**src/rtl/life_gen_sequencer.sv**
```systemverilog
`default_nettype none
// ============================================================================
//  Module   : life_gen_sequencer
//  Function : Reads the 4x16 alive-cell memory, computes the next Conway
//             generation (B3/S23) and writes it back, on step or auto-run.
//  Revision : 1.0
// ============================================================================
module life_gen_sequencer #(
    parameter int ROWS   = 4,
    parameter int COLS   = 16,
    parameter int PERIOD = 25000000,
    parameter int WRAP   = 0
) (
    input  logic            clk,
    input  logic            reset,
    input  logic            step,
    input  logic            run,
    input  logic            debug,
    output logic [1:0]      array_selector,
    output logic [COLS-1:0] alive_in_selector,
    output logic            write_enb,
    input  logic [COLS-1:0] alive_out_selector,
    output logic            busy,
    output logic            done,
    output logic [15:0]     gen_count,
    output logic            stable,
    output logic            extinct
);

    localparam int              C_TW      = (PERIOD > 1) ? $clog2(PERIOD) : 1;
    localparam logic [C_TW-1:0] C_TICK_AT = C_TW'(PERIOD - 1);

    typedef enum logic [2:0] {
        S_IDLE    = 3'd0,
        S_READ    = 3'd1,
        S_COMPUTE = 3'd2,
        S_WRITE   = 3'd3,
        S_DONE    = 3'd4
    } state_t;

    state_t                    state_q,   state_d;
    logic [2:0]                cnt_q,     cnt_d;
    logic [C_TW-1:0]           timer_q,   timer_d;
    logic [1:0]                sel_q,     sel_d;
    logic [COLS-1:0]           wdata_q,   wdata_d;
    logic                      we_q,      we_d;
    logic                      done_q,    done_d;
    logic [15:0]               gen_q,     gen_d;
    logic                      stable_q,  stable_d;
    logic                      extinct_q, extinct_d;
    logic [ROWS-1:0][COLS-1:0] row_q,     row_d;
    logic [ROWS-1:0][COLS-1:0] next_q,    next_d;

    logic [ROWS+1:0][COLS+1:0] w_ext;
    logic [ROWS-1:0][COLS-1:0] w_next;
    logic                      w_tick;
    logic                      w_trigger;

    // Bit 0 is column -1 and bit COLS+1 is column COLS of the padded row.
    function automatic logic [COLS+1:0] pad_row(input logic [COLS-1:0] row);
        if (WRAP != 0)
            pad_row = {row[0], row, row[COLS-1]};
        else
            pad_row = {1'b0, row, 1'b0};
    endfunction

    always_comb begin
        w_ext = '0;
        for (int r = 0; r < ROWS; r++) begin
            w_ext[r+1] = pad_row(row_q[r]);
        end
        if (WRAP != 0) begin
            w_ext[0]      = pad_row(row_q[ROWS-1]);
            w_ext[ROWS+1] = pad_row(row_q[0]);
        end
    end

    for (genvar r = 0; r < ROWS; r++) begin : g_row
        for (genvar c = 0; c < COLS; c++) begin : g_col
            logic [3:0] w_cnt;
            assign w_cnt = 4'(w_ext[r][c])   + 4'(w_ext[r][c+1])   + 4'(w_ext[r][c+2])
                         + 4'(w_ext[r+1][c])                       + 4'(w_ext[r+1][c+2])
                         + 4'(w_ext[r+2][c]) + 4'(w_ext[r+2][c+1]) + 4'(w_ext[r+2][c+2]);
            assign w_next[r][c] = (w_cnt == 4'd3) || ((w_cnt == 4'd2) && row_q[r][c]);
        end
    end

    assign w_tick    = (state_q == S_IDLE) && run && (timer_q == C_TICK_AT);
    assign w_trigger = step || w_tick;

    always_comb begin
        state_d   = state_q;
        cnt_d     = cnt_q;
        timer_d   = timer_q;
        sel_d     = sel_q;
        wdata_d   = wdata_q;
        we_d      = 1'b0;
        done_d    = 1'b0;
        gen_d     = gen_q;
        stable_d  = stable_q;
        extinct_d = extinct_q;
        row_d     = row_q;
        next_d    = next_q;

        if (debug) begin
            state_d = S_IDLE;
            timer_d = '0;
            cnt_d   = 3'd0;
        end else begin
            case (state_q)
                S_IDLE: begin
                    if (!run || w_tick)
                        timer_d = '0;
                    else
                        timer_d = timer_q + C_TW'(1);
                    if (w_trigger) begin
                        state_d = S_READ;
                        cnt_d   = 3'd0;
                        sel_d   = 2'd0;
                    end
                end
                S_READ: begin
                    // Read data trails the address by one cycle.
                    if (cnt_q != 3'd0)
                        row_d[2'(cnt_q - 3'd1)] = alive_out_selector;
                    if (cnt_q == 3'd4) begin
                        state_d = S_COMPUTE;
                        cnt_d   = 3'd0;
                    end else begin
                        cnt_d = cnt_q + 3'd1;
                        sel_d = (cnt_q < 3'd3) ? 2'(cnt_q + 3'd1) : 2'd3;
                    end
                end
                S_COMPUTE: begin
                    next_d  = w_next;
                    state_d = S_WRITE;
                    cnt_d   = 3'd0;
                    sel_d   = 2'd0;
                    wdata_d = w_next[0];
                    we_d    = 1'b1;
                end
                S_WRITE: begin
                    if (cnt_q == 3'd3) begin
                        state_d   = S_DONE;
                        cnt_d     = 3'd0;
                        sel_d     = 2'd0;
                        done_d    = 1'b1;
                        gen_d     = gen_q + 16'd1;
                        stable_d  = (next_q == row_q);
                        extinct_d = (next_q == '0);
                    end else begin
                        cnt_d   = cnt_q + 3'd1;
                        sel_d   = 2'(cnt_q + 3'd1);
                        wdata_d = next_q[2'(cnt_q + 3'd1)];
                        we_d    = 1'b1;
                    end
                end
                S_DONE: begin
                    state_d = S_IDLE;
                end
                default: begin
                    state_d = S_IDLE;
                end
            endcase
        end
    end

    always_ff @(posedge clk) begin
        if (reset) begin
            state_q   <= S_IDLE;
            cnt_q     <= 3'd0;
            timer_q   <= '0;
            sel_q     <= 2'd0;
            wdata_q   <= '0;
            we_q      <= 1'b0;
            done_q    <= 1'b0;
            gen_q     <= 16'd0;
            stable_q  <= 1'b0;
            extinct_q <= 1'b0;
            row_q     <= '0;
            next_q    <= '0;
        end else begin
            state_q   <= state_d;
            cnt_q     <= cnt_d;
            timer_q   <= timer_d;
            sel_q     <= sel_d;
            wdata_q   <= wdata_d;
            we_q      <= we_d;
            done_q    <= done_d;
            gen_q     <= gen_d;
            stable_q  <= stable_d;
            extinct_q <= extinct_d;
            row_q     <= row_d;
            next_q    <= next_d;
        end
    end

    assign array_selector    = sel_q;
    assign alive_in_selector = wdata_q;
    assign write_enb         = we_q;
    assign busy              = (state_q != S_IDLE);
    assign done              = done_q;
    assign gen_count         = gen_q;
    assign stable            = stable_q;
    assign extinct           = extinct_q;

endmodule
`default_nettype wire

```
**config.mk**
```make
export PLATFORM = sky130hd
export DESIGN_NAME = life_gen_sequencer
export DESIGN_NICKNAME = d
export VERILOG_FILES = /design/src/rtl/life_gen_sequencer.sv
export SDC_FILE = /design/constraint.sdc
export NUM_CORES = 1
export LEC_CHECK = 0
export CAP_MARGIN = 20
export CORE_ASPECT_RATIO = 0.5
export CORE_MARGIN = 2
export CORE_UTILIZATION = 55
export DETAILED_ROUTE_END_ITERATION = 7
export GPL_TIMING_DRIVEN = 0
export PLACE_DENSITY = 0.75
export SKIP_LAST_GASP = 1
export SLEW_MARGIN = 20
export SYNTH_ARGS = -nofsm -noshare
export SYNTH_HDL_FRONTEND = slang
export SYNTH_SLANG_ARGS = --single-unit
```
**constraint.sdc**
```tcl
create_clock -name clk -period 8.1 [get_ports clk]
set_input_delay 2.43 -clock clk [delete_from_list [all_inputs] [get_ports clk]]
set_output_delay 2.43 -clock clk [all_outputs]
set_load 0.01 [all_outputs]
```
==> results.cfg, run 1 <==
[timing]
rsz0062_at_grt = no
finalSetupTns_ps = 0
finalCriticalPeriod_ps = 4951
period_share_pct = 61.12
slew_violations = 0
holdWs_ps = 473.5
max_freq_mhz = 202.0
finClkSkew_ps = 15.80
fin_ws_ps = 3149
worst_slew_pin_slew_ps = 1057
relSlewSlack_pct = 29.50
hold_violations = 0
setup_viol = 0

[logic_synthesis]
netlist_area_mm2 = 0.01581
synth_top_area_share_pct = 24.94
ys_top_cells_by_count = inv_1, dfxtp_1, fa_1
synth_cells = 1749
synth_edf_count = 0
ys_ff_latch = 197
synthTopCellsByArea = dfxtp_1, fa_1, ha_1
yosysUniqueCellTypes = 52
yosys_warnings = 0
avgSynthCellArea_um2 = 9.042
ys_seq_area_share_pct = 24.94
synth_nets = 2078
synth.largest_area_cell = dfxtp_1
async_flop_share_pct = 0
synth.most_common_cell = inv_1
synthFlopType = dfxtp_1

[detailed_routing]
drtPass1Iterations = 5
antenna_left = 0
topRoutingLayerUsed = met5
avgViaCountPerCell = 5.807
met3_length_mm = 5.095
wl_met1_mm = 20.19
drc = 0
routedWlPerCell_um = 20.54
wl_met2_mm = 19.05
drtIter0Drc = 1386
num_vias = 12903
routed_wl_mm = 45.63

[worst_setup_path]
slowest_delay_ps = 770
critPathMaxFanout = 10
r2r-start = row_q[29]$_SDFFE_PP0P_
r2r-end = next_q[46]$_SDFFE_PP0P_
crit_chain = clkdlybuf4s50_1 > nor2_1 > and3_1 > clkbuf_1 > buf_2 > o2111ai_1 > a21oi_1
rrSetupSlack_ps = 4310
slowest_stage = clkbuf_1
crit_start = debug
critical_path_class = in2reg
worst_setup_path_end_kind = flop
reg2reg_depth = 10
setup.worst_path.end = next_q[26]$_SDFFE_PP0P_
worstSetupStartpointType = input port
critPathArrivalTime_ps = 5320
required_ps = 8470

[outcome]
status = finished clean

[grt]
grt_pass1_vias = 12422
antenna_found_initial = 1
grt-ovfl-total = 0
grt_max_degree = 20
grt_util_all_layers_pct = 31.49
grt_pass1_wl_mm = 71.24

[clock_tree]
ctsHtreeMaxLevel = 4
clk_latency_ps = 460
clockBufferDepth = 2
clkSlewWorstSetupHoldPaths_ps = 80
cts_made_buffers = 17
holdBufCountCts = 0
cts_tree = yes
cts_resized = 0
post-cts-setup-buffers = 0
cts_root_buffer = clkbuf_16
cts.sinks = 197

[power_and_ir_drop]
power.leakage_nw = 7.793
ir_drop_mv = 0.1457
totalPowerFinal_mw = 1.930
power_density_mw_per_mm2 = 110.3

[cells_and_area]
diodes = 0
fin_cells = 2222
layout-drive-gt1-share_pct = 4.239
fillCellCount = 2391
nNetsFinal = 2156
syn_to_final_growth_pct = 10.63

[floorplan]
floorplan.initialDensity_pct = 56.53
row_count = 43
core_mm2 = 0.02798
pin_count = 60
die_area_mm2 = 0.03021
die_h_um = 123.9
die_w_um = 243.8

[placed_design]
hpwlAfterDp_mm = 36.20
dp_slack_ps = 2810
dp.cells = 2190
port_buffers = 59
gp_congestion = 0.9869

[hold_path]
min_path_cells = 2
min-delay-path-class = reg2reg

[job]
maxCapViolCount = 0
## power by group
part	leakage, nW	switching [mW]	internal (mW)	total, mW
sequential	1.59	0.00155	0.969	0.970
clock	0.298	0.438	0.459	0.897
combinational	5.91	0.0431	0.0196	0.0627
## layout by cell type, fill, tap and decap left out, drive strengths merged, types with 44 or more instances in the layout
| cell type | synthesis | layout |
|---|---|---|
| dfxtp | 197 | 197 |
| nand3 | 86 | 86 |
| clkdlybuf4s50 | 0 | 59 |
| ha | 128 | 128 |
| fa | 180 | 180 |
| o2111ai | 44 | 44 |
| a21oi | 179 | 179 |
| inv | 290 | 297 |
| xnor2 | 45 | 45 |
| xor2 | 54 | 54 |
| nor2 | 114 | 114 |
| clkbuf | 48 | 67 |
| nand2 | 155 | 155 |
## per-layer routing
layer	vias up	global-route usage, %
met1	6206	45.01
met4	2	8.918
met2	623	46.38
met3	106	9.438
met5	-	0
li1	5966	-
## worst min-delay path by stage
stage / endpoint / start / slack (ps)
floorplan: timer_q[1]$_SDFFE_PP0N_ / timer_q[1]$_SDFFE_PP0N_ / 450
global placement: timer_q[1]$_SDFFE_PP0N_ / timer_q[1]$_SDFFE_PP0N_ / 460
detailed placement: timer_q[1]$_SDFFE_PP0N_ / timer_q[1]$_SDFFE_PP0N_ / 460
CTS: timer_q[1]$_SDFFE_PP0N_ / timer_q[1]$_SDFFE_PP0N_ / 480
global route: timer_q[1]$_SDFFE_PP0N_ / timer_q[1]$_SDFFE_PP0N_ / 500
finish: timer_q[1]$_SDFFE_PP0N_ / timer_q[1]$_SDFFE_PP0N_ / 470
## registers in the layout (all words and copies together) (netlist names)
signal / cells
stable: 1
extinct: 1
done: 1
next_q: 64
write_enb: 1
gen_count: 16
array_selector: 2
alive_in_selector: 16
state_q: 3
row_q: 64
cnt_q: 3
timer_q: 25
## per-stage QoR
stage / utilization (%) / cell area [um^2]
final: 62.53 / 17490
after CTS: 62.53 / 17490
after global placement: 60.34 / 16880
after floorplan: - / 15810
after detailed placement: 60.34 / 16880
after global routing: 62.53 / 17490
## worst max-delay path, delay by kind of cell
| family | cells | cell delay [ps] |
|---|---|---|
| AND/OR/NAND/NOR | 2 | 590 |
| AO/OA/AOI/OAI | 2 | 470 |
| buffers and inverters | 3 | 1810 |
## kinds of logic after synthesis
group                    share of synthesized area, %
adder cells (fa/ha/maj)                         32.91
AND/OR/NAND/NOR                                 13.70
XOR/XNOR                                        5.483
multiplexers                                    2.658
buffers and inverters                           8.727
AO/OA/AOI/OAI                                   11.58
flip-flops                                      24.94
## cell type report
cell class,instances,area (um^2),share of cell area [%]
inverter,290,1089,6.222
clock buffer,19,452.9,2.589
multi-input combinational,1196,10490,59.96
buffer,66,291.5,1.666
clock inverter,13,158.9,0.9083
tap,382,478.0,2.732
timing repair buffer,59,590.6,3.376
sequential,197,3944,22.54
Power figures use the tool's default switching activity.
==> run 2: changes to the inputs <==
--- a/config.mk
+++ b/config.mk
@@ -11,7 +11,7 @@
 export CORE_UTILIZATION = 55
 export DETAILED_ROUTE_END_ITERATION = 7
 export GPL_TIMING_DRIVEN = 0
-export PLACE_DENSITY = 0.75
+export PLACE_DENSITY = 0.78
 export SKIP_LAST_GASP = 1
 export SLEW_MARGIN = 20
 export SYNTH_ARGS = -nofsm -noshare
==> constraint.sdc (replaced) <==
create_clock -name clk -period 4.01 [get_ports clk]
set_input_delay 1.203 -clock clk [delete_from_list [all_inputs] [get_ports clk]]
set_output_delay 1.203 -clock clk [all_outputs]
set_load 0.01 [all_outputs]
==> run 2 against run 1 <==
  * The run now ends with design-rule violations left
  * Power is 110% higher
  * Final cell count did not move
  * Register-to-register slack lost 4100 ps
  * Combinational power up 100%
  * Utilization is 0.15 points higher
  * Cell area grew 0.24%
  * Critical path type is now reg2reg
  * Flip-flop and latch count unchanged
  * Routed wire length increased by 1.9%
  * Sequential power is 100% higher
==> results.cfg, run 2 (synthesized netlist as in run 1, its figures left out) <==
[detailed_routing]
routed_wl_mm = 46.50
drtIter0Drc = 1429
drc = 1
antenna_left = 0
num_vias = 13337
routedWlPerCell_um = 20.93
drtPass1Iterations = 8
avgViaCountPerCell = 6.002

[worst_setup_path]
crit_chain = inv_1 > fa_1 > fa_1 > fa_1 > inv_1 > ha_1 > fa_1 > o21ai_0 > o2111ai_1 > a21oi_1
critPathArrivalTime_ps = 4160
critical_path_class = reg2reg
critical_path_buf_inv_count = 2
slowest_delay_ps = 640
required_ps = 4380
worst_setup_path_end_kind = flop
worstSetupStartpointType = flop
slowest_stage = dfxtp_1
critical-path-top-delay-family = adder cells
r2r-start = row_q[23]$_SDFFE_PP0P_
cp_common_cell = fa_1
crit_start = row_q[23]$_SDFFE_PP0P_
critPathMaxFanout = 7

[cells_and_area]
layout_commonest_cell = inv_1
layout-drive-gt1-share_pct = 4.185
final_area_mm2 = 0.01754
fillCellCount = 2307
fin_cells = 2222
largest_registers = next_q x64, row_q x64, timer_q x25
layout_common_cells = inv_1, dfxtp_1, fa_1, a21oi_1, nand2_1
final_util_pct = 62.68
syn_to_final_growth_pct = 10.89
nNetsFinal = 2156
diodes = 0

[grt]
grt_max_degree = 19
grt_util_all_layers_pct = 31.95
antenna_found_initial = 0
grt_pass1_wl_mm = 72.62
grt-ovfl-total = 0
grt_pass1_vias = 12751

[clock_tree]
cts_tree = yes
cts_root_buffer = clkbuf_16
ctsHtreeMaxLevel = 4
post-cts-setup-buffers = 0
cts_resized = 0
clkSlewWorstSetupHoldPaths_ps = 80
cts.sinks = 197
clockBufferDepth = 2
cts_made_buffers = 17
clk_latency_ps = 460
holdBufCountCts = 0

[timing]
worst_slew_pin_slew_ps = 1106
setup_viol = 0
hold_violations = 0
finClkSkew_ps = 14.31
max_freq_mhz = 263.8
finalSetupTns_ps = 0
fin_ws_ps = 218.6
slew_violations = 0
finalCriticalPeriod_ps = 3791
rsz0062_at_grt = no
relSlewSlack_pct = 25.95
period_share_pct = 94.55
holdWs_ps = 478.3

[floorplan]
core_mm2 = 0.02798
pin_count = 60
row_count = 43
die_w_um = 243.8
floorplan.initialDensity_pct = 56.53
die_h_um = 123.9
die_area_mm2 = 0.03021

[power_and_ir_drop]
power.leakage_nw = 7.809
ir_drop_mv = 0.2893
totalPowerFinal_mw = 4.042
power_density_mw_per_mm2 = 230.5

[placed_design]
dp_slack_ps = -52.24
place_area_mm2 = 0.01688
port_buffers = 59
hpwlAfterDp_mm = 36.42
dp.cells = 2190
gp_congestion = 0.9920

[hold_path]
min_from = timer_q[1]$_SDFFE_PP0N_
min-delay-path-class = reg2reg

[outcome]
status = complete, but fails checks
failed_checks = design-rule violations

[job]
maxCapViolCount = 0
==> run 2: routing by layer <==
layer | GRT usage [%] | vias up | share of wire (%)
met2 | 48.72 | 683 | 44
met1 | 44.74 | 6577 | 42
met3 | 8.964 | 116 | 11
li1 | - | 5961 | -
met5 | 0 | - | 0
met4 | 9.184 | 0 | 2.7
==> run 2: worst paths after layout <==
| check | to | cells past startpoint | slack [ps] |
|---|---|---|---|
| worst max-delay path | next_q[40]$_SDFFE_PP0P_ | 10 | 220 |
| worst min-delay path | timer_q[1]$_SDFFE_PP0N_ | 2 | 480 |
| worst max register to register | next_q[40]$_SDFFE_PP0P_ | 10 | 220 |
| worst min register to register | timer_q[1]$_SDFFE_PP0N_ | 2 | 480 |
==> run 2: tightest hold or removal path, cell delays in order, from the launching register on <==
cell and delay (ps):
dfxtp_1 330, nand2_1 50, a21oi_1 50
==> run 2: power by group <==
group	total [mW]	leakage, nW	switching, mW	internal, mW
clock	1.96	0.313	0.868	1.09
combinational	0.127	5.91	0.0872	0.0396
sequential	1.96	1.59	0.00310	1.96
==> run 2: area by class of cell <==
cell class | instances | area (um^2) | share of cell area (%)
plain buffers | 66 | 291.5 | 1.662
well taps | 382 | 478.0 | 2.725
inverters | 290 | 1089 | 6.207
multi-input cells | 1196 | 10490 | 59.82
repair buffers | 59 | 590.6 | 3.368
clock inverters | 13 | 211.5 | 1.206
flip-flops and latches | 197 | 3944 | 22.49
clock buffers | 19 | 442.9 | 2.526
==> run 3: changes to the inputs <==
--- a/config.mk
+++ b/config.mk
@@ -7,7 +7,6 @@
 export LEC_CHECK = 0
 export CAP_MARGIN = 20
 export CORE_ASPECT_RATIO = 0.5
-export CORE_MARGIN = 2
 export CORE_UTILIZATION = 55
 export DETAILED_ROUTE_END_ITERATION = 7
 export GPL_TIMING_DRIVEN = 0
==> run 3 against run 2 <==
  * The flow now finishes without violations
  * Setup slack better by 7.4 ps
  * Global-route usage is 0.30 points higher
  * Routed wire length is 0.18% lower
  * Cell area is 0.21% lower
  * Critical path depth stayed put
  * Maximum frequency is 0.20% higher
  * Clock-buffer cell count is 2 lower
  * Clock skew is 1.9 ps lower
  * First-iteration DRC count is 6.4% lower
  * Via count is 1.6% lower
  * Combinational power hardly changed
  * Power is 3.0% lower
  * Critical path type unchanged
  * Critical endpoint is now next_q[43]$_SDFFE_PP0P_
==> results.cfg, run 3 (synthesized netlist as in run 1, its figures left out) <==
[outcome]
status = finished clean

[cells_and_area]
multiInputGateArea_mm2 = 0.01049
layout_common_cells = inv_1, dfxtp_1, fa_1, a21oi_1, nand2_1
largest_registers = next_q x64, row_q x64, timer_q x25
layout_commonest_cell = inv_1
fillCellCount = 2348
syn_to_final_growth_pct = 10.67
fin_cells = 2222
layout-drive-gt1-share_pct = 4.293
diodes = 0
layout.area.seq_mm2 = 0.003945
final_util_pct = 62.55
nNetsFinal = 2156

[detailed_routing]
drtIter0Drc = 1338
wl_met2_mm = 20.12
routedWlPerCell_um = 20.89
met3_length_mm = 4.834
num_vias = 13122
drtPass1Iterations = 5
routed_wl_mm = 46.42
avgViaCountPerCell = 5.905
antenna_left = 0
drc = 0
topRoutingLayerUsed = met4
wl_met1_mm = 20.18

[floorplan]
floorplan.initialDensity_pct = 56.53
pin_count = 60
die_area_mm2 = 0.02948
row_count = 43
core_mm2 = 0.02798
die_h_um = 121.9
die_w_um = 241.8

[clock_tree]
cts.sinks = 197
cts_made_buffers = 17
ctsHtreeMaxLevel = 4
holdBufCountCts = 0
cts_root_buffer = clkbuf_16
clockBufferDepth = 2
clk_latency_ps = 460
post-cts-setup-buffers = 0
clkSlewWorstSetupHoldPaths_ps = 80
cts_tree = yes

[timing]
relSlewSlack_pct = 24.12
period_share_pct = 94.37
finClkSkew_ps = 12.43
finalCriticalPeriod_ps = 3784
hold_violations = 0
rsz0062_at_grt = no
worst_slew_pin_slew_ps = 1138
slew_violations = 0
max_freq_mhz = 264.3
setup_viol = 0
holdWs_ps = 479.3

[placed_design]
port_buffers = 59
dp.cells = 2190
hpwlAfterDp_mm = 36.40
gp_congestion = 1.013

[power_and_ir_drop]
power.leakage_nw = 7.789
ir_drop_mv = 0.3295
power_density_mw_per_mm2 = 224.1
totalPowerFinal_mw = 3.922

[worst_setup_path]
critPathMaxFanout = 7
worstSetupStartpointType = flop
rrSetupSlack_ps = 230
critPathArrivalTime_ps = 4170
required_ps = 4390
worst_setup_path_end_kind = flop
critical_path_class = reg2reg

[grt]
grt-ovfl-total = 0
grt_util_all_layers_pct = 32.25
grt_pass1_wl_mm = 71.63
grt_pass1_vias = 12436
grt_max_degree = 20
antenna_found_initial = 0

[job]
maxCapViolCount = 0

[hold_path]
min-delay-path-class = reg2reg
-- run 3: cell count changes in the layout (fill, tap and decap cells not counted), sizes merged --
cell      delta
bufinv       -2
clkbuf       -2
clkinv       +3
clkinvlp     +1
-- run 3: report_power, final --
part           leakage, nW  switching [mW]  internal [mW]
sequential            1.59         0.00305           1.96
clock                0.293           0.883          0.950
combinational         5.91          0.0891         0.0396
-- run 3: worst paths after layout --
check | endpoint | depth (start not counted) | from
setup / recovery | next_q[43]$_SDFFE_PP0P_ | 10 | row_q[27]$_SDFFE_PP0P_
hold / removal | timer_q[1]$_SDFFE_PP0N_ | 2 | timer_q[1]$_SDFFE_PP0N_
hold reg to reg | timer_q[1]$_SDFFE_PP0N_ | 2 | timer_q[1]$_SDFFE_PP0N_
setup reg to reg | next_q[43]$_SDFFE_PP0P_ | 10 | row_q[27]$_SDFFE_PP0P_
-- run 3: stage by stage --
step,setup slack (ps),TNS (ps),instance area [um^2]
after CTS,213.3,0,17500
after global routing,60.46,0,17500
after floorplan,746.0,0,15810
after detailed placement,-16.83,-16.83,16880
after global placement,-32.79,-32.79,16880
final,226.0,0,17500
-- run 3: final cells by class --
type                    count  share of cell area [%]
multi-input cells        1196                   59.94
inverters                 290                   6.220
clock buffers              17                   2.431
repair buffers             59                   3.375
well taps                 382                   2.731
plain buffers              66                   1.666
flip-flops and latches    197                   22.54
clock inverters            15                   1.094
-- run 3: per-layer routing --
metal / vias to the layer above / GRT usage (%)
li1: 5967 / -
met1: 6449 / 44.91
met2: 616 / 49.05
met3: 90 / 9.099
met4: 0 / 9.573
met5: - / 0
-- run 3: timing repair --
item,in CTS,in global routing
endpoints found under the hold margin,0,0
setup endpoints to repair,0,1
gates resized for setup,0,1
-- run 3: worst max-delay path, stage by stage (launching register included) --
cell and delay [ps]:
dfxtp_1 670, inv_1 310, fa_1 590, fa_1 430
fa_1 490, inv_1 40, ha_1 210, fa_1 390
o21ai_0 230, o2111ai_1 160, a21oi_1 180
